--- config.mk ---
export PLATFORM = sky130hd
export DESIGN_NAME = mem_arbiter
export DESIGN_NICKNAME = d
export VERILOG_FILES = /design/src/rtl/mem_arbiter.sv
export SDC_FILE = /design/constraint.sdc
export NUM_CORES = 1
export LEC_CHECK = 0
export ABC_AREA = 1
export CAP_MARGIN = 20
export CORE_MARGIN = 2
export CORE_UTILIZATION = 39
export DETAILED_ROUTE_END_ITERATION = 8
export DONT_BUFFER_PORTS = 1
export SLEW_MARGIN = 20
export SYNTH_ARGS = -nofsm -noshare
export SYNTH_HDL_FRONTEND = slang
export SYNTH_SLANG_ARGS = --single-unit
--- constraint.sdc ---
create_clock -name clock -period 9.35 [get_ports clock]
set_input_delay 1.4025 -clock clock [delete_from_list [all_inputs] [get_ports clock]]
set_output_delay 1.4025 -clock clock [all_outputs]
set_load 0.01 [all_outputs]
--- src/rtl/mem_arbiter.sv ---
// mem_arbiter: two-port round-robin arbiter in front of a single data memory.
//
// Each granted access takes three cycles: IDLE (sample/arbitrate), ISSUE (drive memory),
// DONE (one-cycle ack to the winner). Out-of-range accesses and stores to address 0
// raise err, never write and return zero data.
//
// Optional feature macro: MEM_ARB_ALIGN_CHECK_EN
//   defined   - misaligned half/word accesses also raise err
//   undefined - misaligned accesses go to the memory unchanged
//
// Ports:
//   clock, reset               system clock, asynchronous active-high reset
//   req0/1, addr0/1, wdata0/1  per-port request, byte address and store data
//   size0/1, we0/1             access code (LB_SB/LH_SH/LW_SW/LBU/LHU) and store flag
//   ack0/1, err0/1, rdata0/1   per-port completion pulse, error flag, load data
//   addr_mem, wdata_mem        memory address and store data (driven only in ISSUE)
//   rd_wr_mem, mem_wr          memory access code and write enable
//   rdata_mem                  combinational read data from the memory
module mem_arbiter #(
  parameter int unsigned MEM_BYTES = 101
) (
  input  logic        clock,
  input  logic        reset,
  input  logic        req0,
  input  logic        req1,
  input  logic [31:0] addr0,
  input  logic [31:0] addr1,
  input  logic [31:0] wdata0,
  input  logic [31:0] wdata1,
  input  logic [2:0]  size0,
  input  logic [2:0]  size1,
  input  logic        we0,
  input  logic        we1,
  output logic        ack0,
  output logic        ack1,
  output logic        err0,
  output logic        err1,
  output logic [31:0] rdata0,
  output logic [31:0] rdata1,
  output logic [31:0] addr_mem,
  output logic [31:0] wdata_mem,
  output logic [2:0]  rd_wr_mem,
  output logic        mem_wr,
  input  logic [31:0] rdata_mem
);

  localparam logic [2:0] LB_SB = 3'b000;
  localparam logic [2:0] LH_SH = 3'b001;
  localparam logic [2:0] LW_SW = 3'b010;
  localparam logic [2:0] LBU   = 3'b100;
  localparam logic [2:0] LHU   = 3'b101;

  typedef enum logic [1:0] {StIdle, StIssue, StDone} state_e;

  state_e      state_q, state_d;
  logic        last_grant_q;
  logic [31:0] addr_q, wdata_q;
  logic [2:0]  size_q;
  logic        we_q;
  logic        port_q;
  logic [31:0] rdata0_q, rdata1_q;

  logic        any_req, grant, take;
  logic [2:0]  nbytes;
  logic [32:0] end_addr;
  logic        range_err, zero_store_err, align_err, err;
  logic [31:0] cap_data;

  assign any_req = req0 | req1;
  // On a tie the port not granted last wins; otherwise the lone requester wins.
  assign grant   = (req0 && req1) ? ~last_grant_q : ~req0;
  assign take    = (state_q == StIdle) && any_req;

  // State register
  always_ff @(posedge clock or posedge reset) begin
    if (reset) begin
      state_q <= StIdle;
    end else begin
      state_q <= state_d;
    end
  end

  // Next-state logic
  always_comb begin
    state_d = state_q;
    unique case (state_q)
      StIdle:  if (any_req) state_d = StIssue;
      StIssue: state_d = StDone;
      StDone:  state_d = StIdle;
      default: state_d = StIdle;
    endcase
  end

  // Winning request is frozen here; later payload changes are ignored.
  always_ff @(posedge clock or posedge reset) begin
    if (reset) begin
      last_grant_q <= 1'b1;
      addr_q       <= '0;
      wdata_q      <= '0;
      size_q       <= '0;
      we_q         <= 1'b0;
      port_q       <= 1'b0;
    end else if (take) begin
      last_grant_q <= grant;
      port_q       <= grant;
      addr_q       <= grant ? addr1  : addr0;
      wdata_q      <= grant ? wdata1 : wdata0;
      size_q       <= grant ? size1  : size0;
      we_q         <= grant ? we1    : we0;
    end
  end

  // Error checks on the latched request; 33-bit end address cannot wrap.
  always_comb begin
    nbytes = 3'd4;
    case (size_q)
      LB_SB, LBU: nbytes = 3'd1;
      LH_SH, LHU: nbytes = 3'd2;
      default:    nbytes = 3'd4;
    endcase
  end

  assign end_addr       = {1'b0, addr_q} + {30'd0, nbytes} - 33'd1;
  assign range_err      = end_addr > (33'(MEM_BYTES) - 33'd1);
  assign zero_store_err = we_q && (addr_q == 32'd0);

`ifdef MEM_ARB_ALIGN_CHECK_EN
  always_comb begin
    align_err = 1'b0;
    case (size_q)
      LH_SH, LHU: align_err = addr_q[0];
      LW_SW:      align_err = (addr_q[1:0] != 2'b00);
      default:    align_err = 1'b0;
    endcase
  end
`else
  assign align_err = 1'b0;
`endif

  assign err      = range_err | zero_store_err | align_err;
  assign cap_data = (!we_q && !err) ? rdata_mem : 32'd0;

  // Only the winner's data register is updated; the loser's holds.
  always_ff @(posedge clock or posedge reset) begin
    if (reset) begin
      rdata0_q <= '0;
      rdata1_q <= '0;
    end else if (state_q == StIssue) begin
      if (port_q) begin
        rdata1_q <= cap_data;
      end else begin
        rdata0_q <= cap_data;
      end
    end
  end

  assign rdata0 = rdata0_q;
  assign rdata1 = rdata1_q;

  // Outputs decoded from state so reset clears them immediately.
  always_comb begin
    addr_mem  = '0;
    wdata_mem = '0;
    rd_wr_mem = '0;
    mem_wr    = 1'b0;
    ack0      = 1'b0;
    ack1      = 1'b0;
    err0      = 1'b0;
    err1      = 1'b0;
    unique case (state_q)
      StIssue: begin
        addr_mem  = addr_q;
        wdata_mem = wdata_q;
        rd_wr_mem = size_q;
        mem_wr    = we_q & ~err;
      end
      StDone: begin
        ack0 = ~port_q;
        ack1 = port_q;
        err0 = ~port_q & err;
        err1 = port_q & err;
      end
      default: ;
    endcase
  end

endmodule

==> results of run 1 <==
power breakdown:
part / internal, mW / switching [mW] / total (mW) / leakage [nW]
Combinational: 0.977 / 2.00 / 2.98 / 3.43
Clock: 0.448 / 0.283 / 0.731 / 0.308
Sequential: 0.899 / 0.252 / 1.15 / 1.63
flip-flops by register name, summed over array words and instances (netlist names):
register and cells:
we_q 1, rdata1 32, size_q 3, port_q 1, addr_q 32, wdata_q 32
rdata0 32, state_q 2, last_grant_q 1
routing by layer:
metal	vias up	global-route usage (%)	share of wire [%]
met5	-	0	0.091
met4	4	9.30	3.0
met3	59	5.45	6.6
met2	328	37.8	48
met1	3988	28.7	42
li1	4258	-	-
cells in the mapped netlist, types with 6 or more instances:
library cell and count:
a21oi_1 89, clkbuf_1 48, dfrtp_1 135, ha_1 48, inv_1 250, inv_2 10, nand2_1 233, nand2_2 8
nand3_1 55, nand3_2 31, nand4_1 11, nor2_1 200, nor2_2 11, nor3_1 6, o21ai_0 75, o21bai_1 10
o22ai_1 68, or2_2 64
worst max-delay path by stage:
stage                            endpoint
global route                         err0
floorplan           addr_q[0]$_DFFE_PP0P_
global placement                     err0
CTS                                  err0
finish                               err0
detailed placement                   err0
area by class of cell:
type | instances | area, µm² | share of cell area (%)
Antenna cell | 4 | 10.0 | 0.0965
Clock buffer | 21 | 470 | 4.54
Clock inverter | 11 | 160 | 1.54
Inverter | 263 | 992 | 9.56
Multi-Input combinational cell | 918 | 4870 | 46.9
Sequential cell | 136 | 3400 | 32.8
Tap cell | 324 | 405 | 3.91
Timing Repair Buffer | 8 | 63.8 | 0.615
kinds of logic (layout without fill, tap and decap cells):
kind of cell,after synthesis,count (layout),synth area share [%]
simple gates,625,625,30.3
buf+inv,318,303,13.3
compound gates,243,243,14.0
fa+ha+maj,49,49,6.52
flops,136,136,35.8
xor+xnor,1,1,0.0920
other cells,0,4,0
worst max-delay path: stages (launching register included):
cell and delay (ns):
dfrtp_1 0.36, inv_1 0.13, nand2_1 0.07, ha_1 0.27, inv_1 0.04, ha_1 0.24
fa_1 0.47, nand3_1 0.15, nand2_2 0.07, nand2_2 0.08, nand2_2 0.09, nand2_2 0.09
nand2_2 0.07, nand2_1 0.08, nand2_1 0.05, nand2_1 0.06, nand3_1 0.10, nor2_2 0.13
nand3_2 0.14, nor2_8 0.64, nor3_1 0.26
==> Implementation_results.wiki, run 1 <==
{| class="wikitable"
! Metric !! Value
|-
| Number of remaining DRC errors || 0
|-
| Layout net count || 1,565
|-
| Fraction of post-synthesis cell area in the top cell type by area || 35.5%
|-
| Area of the placeable core || 0.0241 mm²
|-
| Worst-case headroom to the max-slew limit || 28.9%
|-
| Global route overflow || 0
|-
| Die Y-Extent || 160 µm
|-
| Register area share after synthesis || 35.8%
|-
| Util after Layout || 43.0%
|-
| Max-cap violations || 0
|-
| Final standard cell count with taps included and fillers excluded || 1,685
|-
| Max Transition Viols Final || 0
|-
| Post-layout instance area || 0.0104 mm²
|-
| FILL cells || 2,525
|-
| Final setup skew || 0.0157 ns
|-
| Drt wl/cell || 17.6 µm
|-
| Net count after synthesis || 1,593
|-
| Router iterations before antenna repair || 7
|-
| Routability Congestion || 0.937
|-
| Pwr dens || 469 mW/mm²
|-
| Via total after detailed routing || 8,637
|-
| Critical Path Fanout Max || 34
|-
| Count of flip-flops with a built-in enable after synthesis || 0
|-
| Count of port buffers added during placement || 0
|-
| Setup ws final || 3.93 ns
|-
| TritonCTS sink count || 136
|-
| Standby leakage power || 5.36 nW
|-
| Total clock buffers created by CTS || 17
|-
| Clock transition at the register clock pins on the worst setup and hold paths after CTS || 0.07 ns
|-
| Hold_ws || 0.494 ns
|-
| Hold crit path type || flip-flop to flip-flop
|-
| Overall track demand over capacity in global routing || 22.8%
|-
| Final worst path period share || 58.0%
|-
| Result of the run || completed
|-
| Area of the mapped netlist || 0.00952 mm²
|-
| Number of endpoints with negative hold slack in the final report || 0
|-
| Total of cells resized after clock tree synthesis || 0
|-
| CTS tree || yes
|-
| Dpl ws || 4.35 ns
|-
| VDD IR-drop max || 0.174 mV
|-
| Setup-violating endpoint count in the final report || 0
|-
| Cell depth of the worst min-delay path || 2
|-
| Number of cells traversed by the worst register-to-register path || 21
|-
| Most frequent cells in the layout || inv_1 (248), nand2_1 (232), nor2_1 (198)
|-
| Synthesized netlist cell count || 1,372
|-
| Area grow syn2layout || 8.98%
|-
| Floorplan die area || 0.0257 mm²
|-
| Worst EP required || 7.95 ns
|-
| Sum Neg Setup Slack || 0 ns
|-
| Fraction of layout instances using a drive strength above 1 || 12.8%
|-
| Max Freq || 0.184 GHz
|-
| Main area contributors after synthesis || dfrtp_1 (35%), inv_1 (9.9%), nand2_1 (9.2%), nor2_1 (7.9%), ha_1 (6.3%)
|-
| Via-per-instance ratio || 5.13
|-
| Post-synth cell types || 31
|-
| Crit. Startpoint || size_q[1]$_DFFE_PP0P_
|-
| Leading area contributor after synthesis || dfrtp_1
|-
| Initial Utilization || 39.5%
|-
| Post-CTS Hold Fix Bufs || 0
|-
| Instance area at placement || 0.00973 mm²
|-
| Final worst path period need || 5.42 ns
|-
| Leading cell type in the layout, fill and taps excluded || inv_1
|-
| Maximum number of pins on one net before global-route repair || 81
|-
| Slew at the pin with the worst max-slew slack || 1.07 ns
|-
| Min-delay src || last_grant_q$_DFFE_PP1P_
|-
| Post-detailed-route count of antenna-violating nets || 0
|-
| Endpoint arrival time on the critical path || 4.02 ns
|-
| Worst reg2reg startpoint || size_q[1]$_DFFE_PP0P_
|-
| Count of standard-cell rows || 57
|-
| Post-CTS repair timing setup buffer count || 0
|-
| Worst-case register-to-register setup slack || 5.51 ns
|-
| Worst-case hold path end point || last_grant_q$_DFFE_PP1P_
|-
| Clk Latency, worst-skew pair || 0.42 ns
|-
| Unrepaired setup endpoints after global routing || no
|-
| Global-route wire length before repair || 45,900 µm
|-
| Startpoint Class || flip-flop
|-
| Syn_area_per_cell || 6.94 µm²
|-
| Number of buffers on the longest clock path || 2
|-
| Most used DFF post-synth || dfrtp_1
|-
| Endpoint type of the worst setup path || primary output
|-
| Number of global-route vias before repair || 8,191
|-
| Post-synthesis sequential element count || 136
|-
| Clock Tree Root || clkbuf_16
|-
| Routed wire length || 29,700 µm
|-
| Detailed-placement wirelength estimate || 22,700 µm
|-
| Worst Setup Path Type || flip-flop to primary output
|-
| I/O Pins || 308
|-
| Count of synthesis-stage warnings from yosys || 0
|-
| Number of placed instances, taps included || 1,649
|-
| Power after layout || 4.86 mW
|-
| Async set-or-reset flop fraction in the synthesized netlist || 100%
|-
| R2r endpoint || rdata0[30]$_DFFE_PP0P_
|-
| Antenna violations before repair || 6
|-
| Starting DRT DRC Count || 592
|-
| Die extent in x || 160 µm
|-
| Htree depth || 4
|}
(Power assumes the default switching activity.)
==> run 2: changes to the inputs <==
==> constraint.sdc (replaced) <==
create_clock -name clock -period 4.4 [get_ports clock]
set_input_delay 0.66 -clock clock [delete_from_list [all_inputs] [get_ports clock]]
set_output_delay 0.66 -clock clock [all_outputs]
set_load 0.01 [all_outputs]
==> Implementation_results.wiki, run 2 (synthesis results as in run 1) <==
{| class="wikitable"
! Metric !! Value
|-
| Starting DRT DRC Count || 589 (-0.51%)
|-
| VDD IR-drop max || 0.443 mV (+150%)
|-
| Initial Utilization || 39.5% (unchanged)
|-
| Final setup skew || 0.0150 ns (-0.000682 ns)
|-
| Routability Congestion || 0.940 (+0.30%)
|-
| CTS tree || yes
|-
| Count of port buffers added during placement || 0 (unchanged)
|-
| Global-route wire length before repair || 45,400 µm (-1.1%)
|-
| Number of placed instances, taps included || 1,651 (+0.12%)
|-
| Via-per-instance ratio || 5.14 (+0.35%)
|-
| Count of standard-cell rows || 57 (unchanged)
|-
| Endpoint type of the worst setup path || primary output
|-
| Global route overflow || 0 (unchanged)
|-
| Area grow syn2layout || 9.24%
|-
| Die Y-Extent || 160 µm (unchanged)
|-
| Via total after detailed routing || 8,672 (+0.41%)
|-
| Standby leakage power || 5.36 nW (about the same)
|-
| Hold crit path type || input pin to async pin
|-
| Worst EP required || 3.74 ns (-4.21 ns)
|-
| Setup-violating endpoint count in the final report || 0 (unchanged)
|-
| Hold_ws || 0.301 ns (-0.193 ns)
|-
| Slew at the pin with the worst max-slew slack || 1.10 ns (+0.0372 ns)
|-
| TritonCTS sink count || 136 (unchanged)
|-
| Fraction of layout instances using a drive strength above 1 || 13.2% (+0.35 points)
|-
| Result of the run || completed
|-
| Worst Setup Path Type || flip-flop to primary output
|-
| Critical Path Fanout Max || 5 (-85%)
|-
| Drt wl/cell || 17.6 µm (about the same)
|-
| Clk Latency, worst-skew pair || 0.43 ns (about the same)
|-
| Post-CTS Hold Fix Bufs || 0 (unchanged)
|-
| Max Freq || 0.241 GHz
|-
| Leading cell type in the layout, fill and taps excluded || inv_1
|-
| Final worst path period share || 94.1%
|-
| Number of cells traversed by the worst register-to-register path || 22 (+4.8%)
|-
| Final worst path period need || 4.14 ns
|-
| R2r endpoint || rdata1[29]$_DFFE_PP0P_
|-
| Number of buffers on the longest clock path || 2 (unchanged)
|-
| Number of endpoints with negative hold slack in the final report || 0 (unchanged)
|-
| Clock Tree Root || clkbuf_16
|-
| Worst-case register-to-register setup slack || 0.63 ns (-4.88 ns)
|-
| Routed wire length || 29,700 µm (about the same)
|-
| Antenna violations before repair || 5 (-1)
|-
| Overall track demand over capacity in global routing || 22.6% (-0.16 points)
|-
| Floorplan die area || 0.0257 mm² (unchanged)
|-
| Post-CTS repair timing setup buffer count || 0 (unchanged)
|-
| I/O Pins || 308 (unchanged)
|-
| Max Transition Viols Final || 0 (unchanged)
|-
| FILL cells || 2,533 (+0.32%)
|-
| Layout net count || 1,568 (+0.19%)
|-
| Sum Neg Setup Slack || 0 ns (unchanged)
|-
| Detailed-placement wirelength estimate || 22,500 µm (-0.94%)
|-
| Final standard cell count with taps included and fillers excluded || 1,686 (+0.059%)
|-
| Util after Layout || 43.1% (+0.10 points)
|-
| Crit. Startpoint || size_q[1]$_DFFE_PP0P_
|-
| Total clock buffers created by CTS || 17 (unchanged)
|-
| Endpoint arrival time on the critical path || 3.48 ns (-0.54 ns)
|-
| Worst-case headroom to the max-slew limit || 26.3% (-2.6 points)
|-
| Max-cap violations || 0 (unchanged)
|-
| Unrepaired setup endpoints after global routing || yes
|-
| Area of the placeable core || 0.0241 mm² (unchanged)
|-
| Clock transition at the register clock pins on the worst setup and hold paths after CTS || 0.07 ns (about the same)
|-
| Pwr dens || 991 mW/mm² (+110%)
|-
| Startpoint Class || flip-flop
|-
| Worst reg2reg startpoint || size_q[1]$_DFFE_PP0P_
|-
| Maximum number of pins on one net before global-route repair || 108 (+33%)
|-
| Critical path capture point || mem_wr
|-
| Router iterations before antenna repair || 7 (unchanged)
|-
| Die extent in x || 160 µm (unchanged)
|-
| Number of global-route vias before repair || 8,216 (+0.31%)
|-
| Post-detailed-route count of antenna-violating nets || 0 (unchanged)
|-
| Htree depth || 4 (unchanged)
|-
| Most frequent cells in the layout || inv_1 (248), nand2_1 (232), nor2_1 (198)
|-
| Number of remaining DRC errors || 0 (unchanged)
|}
==> run 2: critical path: stages, from the launching register on <==
cell,delay [ns]
dfrtp_1,0.36
inv_1,0.13
nand2_1,0.08
ha_1,0.27
inv_1,0.04
ha_1,0.25
fa_2,0.41
nand3_1,0.13
nand2_2,0.07
nand2_2,0.08
nand2_2,0.09
nand2_2,0.09
nand2_2,0.06
nand2_1,0.08
nand2_1,0.06
nand2_1,0.05
nand3_1,0.06
nor2_1,0.13
nand3_2,0.17
nor4_4,0.28
buf_4,0.17
==> run 2: layout make-up <==
class	count	area, µm²	area share (%)
Antenna cell	3	7.51	0.0722
Timing Repair Buffer	11	95.1	0.914
Tap cell	324	405	3.90
Sequential cell	136	3400	32.7
Clock inverter	11	140	1.35
Multi-Input combinational cell	918	4900	47.1
Clock buffer	20	457	4.39
Inverter	263	992	9.54
==> run 2: worst min-delay path by stage <==
stage	startpoint	end	slack [ns]	cells past startpoint
final	reset	rdata1[3]$_DFFE_PP0P_	0.30	1
after global routing	rdata_mem[1]	rdata0[1]$_DFFE_PP0P_	0.37	2
after CTS	reset	wdata_q[3]$_DFFE_PP0P_	0.36	1
after detailed placement	state_q[1]$_DFFE_PP0P_	state_q[1]$_DFFE_PP0P_	0.49	1
after global placement	last_grant_q$_DFFE_PP1P_	last_grant_q$_DFFE_PP1P_	0.49	2
after floorplan	state_q[1]$_DFFE_PP0P_	state_q[1]$_DFFE_PP0P_	0.44	1
==> run 2: power breakdown <==
group | switching (mW) | total (mW) | internal [mW] | leakage (nW)
Sequential | 0.541 | 2.45 | 1.91 | 1.63
Combinational | 4.27 | 6.37 | 2.10 | 3.45
Clock | 0.609 | 1.48 | 0.876 | 0.283
Total | 5.42 | 10.3 | 4.88 | 5.36
==> run 2: routing by layer <==
| layer | wire [µm] | share of wire, % | GRT usage [%] |
|---|---|---|---|
| met5 | 27 | 0.091 | 0 |
| met4 | 755 | 2.5 | 7.74 |
| met3 | 1960 | 6.6 | 5.61 |
| met2 | 14200 | 48 | 37.5 |
| met1 | 12700 | 43 | 28.9 |
==> run 2: metrics by stage <==
| step | setup WS [ns] | power (mW) | area [µm²] |
|---|---|---|---|
| after global placement | 0.562 | 8.69 | 9740 |
| final | 0.258 | 10.3 | 10400 |
| after floorplan | 0.102 | 7.14 | 9520 |
| after global routing | -0.0107 | 11.3 | 10400 |
| after detailed placement | 0.470 | 8.74 | 9740 |
| after CTS | 0.0964 | 10.3 | 10300 |
==> run 2: repair_timing <==
item,CTS,global route
cloned,0,0
resized for setup,1,4
endpoints found under the setup margin,1,3
==> run 3: changes to the inputs <==
==> constraint.sdc (replaced) <==
create_clock -name clock -period 4.95 [get_ports clock]
set_input_delay 0.7425 -clock clock [delete_from_list [all_inputs] [get_ports clock]]
set_output_delay 0.7425 -clock clock [all_outputs]
set_load 0.01 [all_outputs]
==> Implementation_results.wiki, run 3 (synthesis results as in run 1) <==
{| class="wikitable"
! Metric !! Value
|-
| Routed wire length || 29,900 µm (+0.67%)
|-
| TritonCTS sink count || 136 (unchanged)
|-
| Leading cell type in the layout, fill and taps excluded || inv_1
|-
| Detailed-placement wirelength estimate || 22,500 µm (about the same)
|-
| Fraction of layout instances using a drive strength above 1 || 13.0% (-0.16 points)
|-
| Starting DRT DRC Count || 629 (+6.8%)
|-
| Die extent in x || 160 µm (unchanged)
|-
| Router iterations before antenna repair || 5 (-2)
|-
| Worst-case headroom to the max-slew limit || 30.0% (+3.8 points)
|-
| Number of global-route vias before repair || 8,377 (+2.0%)
|-
| Biggest cell delay along the critical path || 0.47 ns (+0.06 ns)
|-
| Sum Neg Setup Slack || 0 ns (unchanged)
|-
| Die Y-Extent || 160 µm (unchanged)
|-
| Final worst path period need || 4.49 ns
|-
| Slew at the pin with the worst max-slew slack || 1.05 ns (-0.0564 ns)
|-
| Total of cells resized after clock tree synthesis || 0 (-1)
|-
| CP most frequent cell || nand2_2
|-
| Post-CTS Hold Fix Bufs || 0 (unchanged)
|-
| Maximum number of pins on one net before global-route repair || 91 (-16%)
|-
| Most frequent cells in the layout || inv_1 (248), nand2_1 (232), nor2_1 (198)
|-
| Buf/Inv on CP || 3 (unchanged)
|-
| Floorplan die area || 0.0257 mm² (unchanged)
|-
| CP cell instances || inv_1 > nand2_1 > ha_1 > inv_1 > ha_1 > fa_1 > nand3_1 > nand2_2 > nand2_2 > nand2_2 > nand2_2 > nand2_2 > nand2_1 > nand2_1 > nand2_1 > nand3_1 > nor2_1 > nand3_2 > nor4_1 > buf_4
|-
| Standby leakage power || 5.38 nW (+0.25%)
|-
| Number of buffers on the longest clock path || 2 (unchanged)
|-
| Max-cap violations || 0 (unchanged)
|-
| Number of placed instances, taps included || 1,650 (-0.061%)
|-
| VDD IR-drop max || 0.315 mV (-29%)
|-
| Slowest cell on crit path || fa_1
|-
| Area of the placeable core || 0.0241 mm² (unchanged)
|-
| Power after layout || 9.23 mW (-10%)
|-
| Initial Utilization || 39.5% (unchanged)
|-
| Crit. Startpoint || size_q[1]$_DFFE_PP0P_
|-
| Global route overflow || 0 (unchanged)
|-
| Clk Latency, worst-skew pair || 0.43 ns (about the same)
|-
| Gate family responsible for the most delay along the worst path || simple AND/OR/NAND/NOR gates
|-
| I/O Pins || 308 (unchanged)
|-
| Final setup skew || 0.0101 ns (-0.00488 ns)
|-
| Result of the run || completed
|-
| Area grow syn2layout || 9.32% (about the same)
|-
| Post-detailed-route count of antenna-violating nets || 0 (unchanged)
|-
| Max Freq || 0.223 GHz
|-
| Final worst path period share || 90.8%
|-
| Clock Tree Root || clkbuf_16
|-
| Via-per-instance ratio || 5.14 (about the same)
|-
| Unrepaired setup endpoints after global routing || no
|-
| Antenna violations before repair || 4 (-1)
|-
| Post-layout instance area || 0.0104 mm² (about the same)
|-
| Total clock buffers created by CTS || 17 (unchanged)
|-
| Count of port buffers added during placement || 0 (unchanged)
|-
| Final standard cell count with taps included and fillers excluded || 1,687 (+0.059%)
|-
| Via total after detailed routing || 8,672 (unchanged)
|-
| Layout net count || 1,568 (unchanged)
|-
| Overall track demand over capacity in global routing || 23.0% (+0.31 points)
|-
| Worst Setup Path Type || flip-flop to primary output
|-
| Critical Path Fanout Max || 5 (unchanged)
|-
| Worst reg2reg startpoint || size_q[1]$_DFFE_PP0P_
|-
| Global-route wire length before repair || 46,100 µm (+1.6%)
|-
| Htree depth || 4 (unchanged)
|-
| Worst EP required || 4.21 ns (+0.47 ns)
|-
| Count of standard-cell rows || 57 (unchanged)
|-
| Max Transition Viols Final || 0 (unchanged)
|-
| Startpoint Class || flip-flop
|-
| Instance area at placement || 0.00974 mm² (about the same)
|-
| Routability Congestion || 0.934 (-0.69%)
|-
| Number of endpoints with negative hold slack in the final report || 0 (unchanged)
|-
| Number of remaining DRC errors || 0 (unchanged)
|-
| Clock transition at the register clock pins on the worst setup and hold paths after CTS || 0.07 ns (about the same)
|-
| Post-CTS repair timing setup buffer count || 0 (unchanged)
|-
| CTS tree || yes
|-
| Endpoint type of the worst setup path || primary output
|-
| Drt wl/cell || 17.7 µm (+0.61%)
|-
| Hold crit path type || input pin to async pin
|-
| Setup-violating endpoint count in the final report || 0 (unchanged)
|-
| Pwr dens || 887 mW/mm² (-11%)
|-
| Endpoint arrival time on the critical path || 3.75 ns (+0.27 ns)
|}
run 3: cell types whose count changed in the layout (fill, tap and decap cells not counted), sizes merged:
cell,change
inv,+2
bufinv,+1
clkinvlp,-1
clkbuf,-2
clkinv,+1
run 3: per-layer routing:
layer / wire length (µm) / global-route usage [%] / share of wire, % / vias to the layer above
li1: - / - / - / 4252
met1: 12800 / 29.4 / 43 / 4070
met2: 14400 / 38.2 / 48 / 301
met3: 1750 / 4.55 / 5.9 / 47
met4: 940 / 9.30 / 3.1 / 2
met5: 13 / 0 / 0.043 / -
run 3: worst paths after layout:
path,end,slack [ns],depth (start not counted)
min,wdata_q[0]$_DFFE_PP0P_,0.33,1
max in group asynchronous,rdata1[31]$_DFFE_PP0P_,3.45,2
min reg2reg,state_q[1]$_DFFE_PP0P_,0.50,1
min in group clock,rdata0[9]$_DFFE_PP0P_,0.46,2
max,mem_wr,0.46,20
max reg2reg,rdata0[31]$_DFFE_PP0P_,1.10,22
run 3: area by class of cell:
type                       instances  area, µm²
inverter                         263        992
fill                            2571      13700
antenna                            3       7.51
clock buffer                      18        429
multi-input combinational        918       4870
sequential                       136       3400
tap                              324        405
timing repair buffer              11        115
clock inverter                    14        185
run 3: power by group:
group	internal, mW	leakage, nW	switching [mW]
logic	1.88	3.46	3.81
clock network	0.807	0.296	0.557
registers	1.70	1.63	0.482
run 3: stage by stage:
stage	utilization, %	hold WS [ns]	setup WS [ns]
6_report	43.2	0.330	0.457
3_5_place_dp	40.4	0.496	0.943
2_1_floorplan	-	0.440	0.570
3_3_place_gp	40.4	0.493	1.01
5_1_grt	43.2	0.371	0.0935
4_1_cts	42.9	0.369	0.448
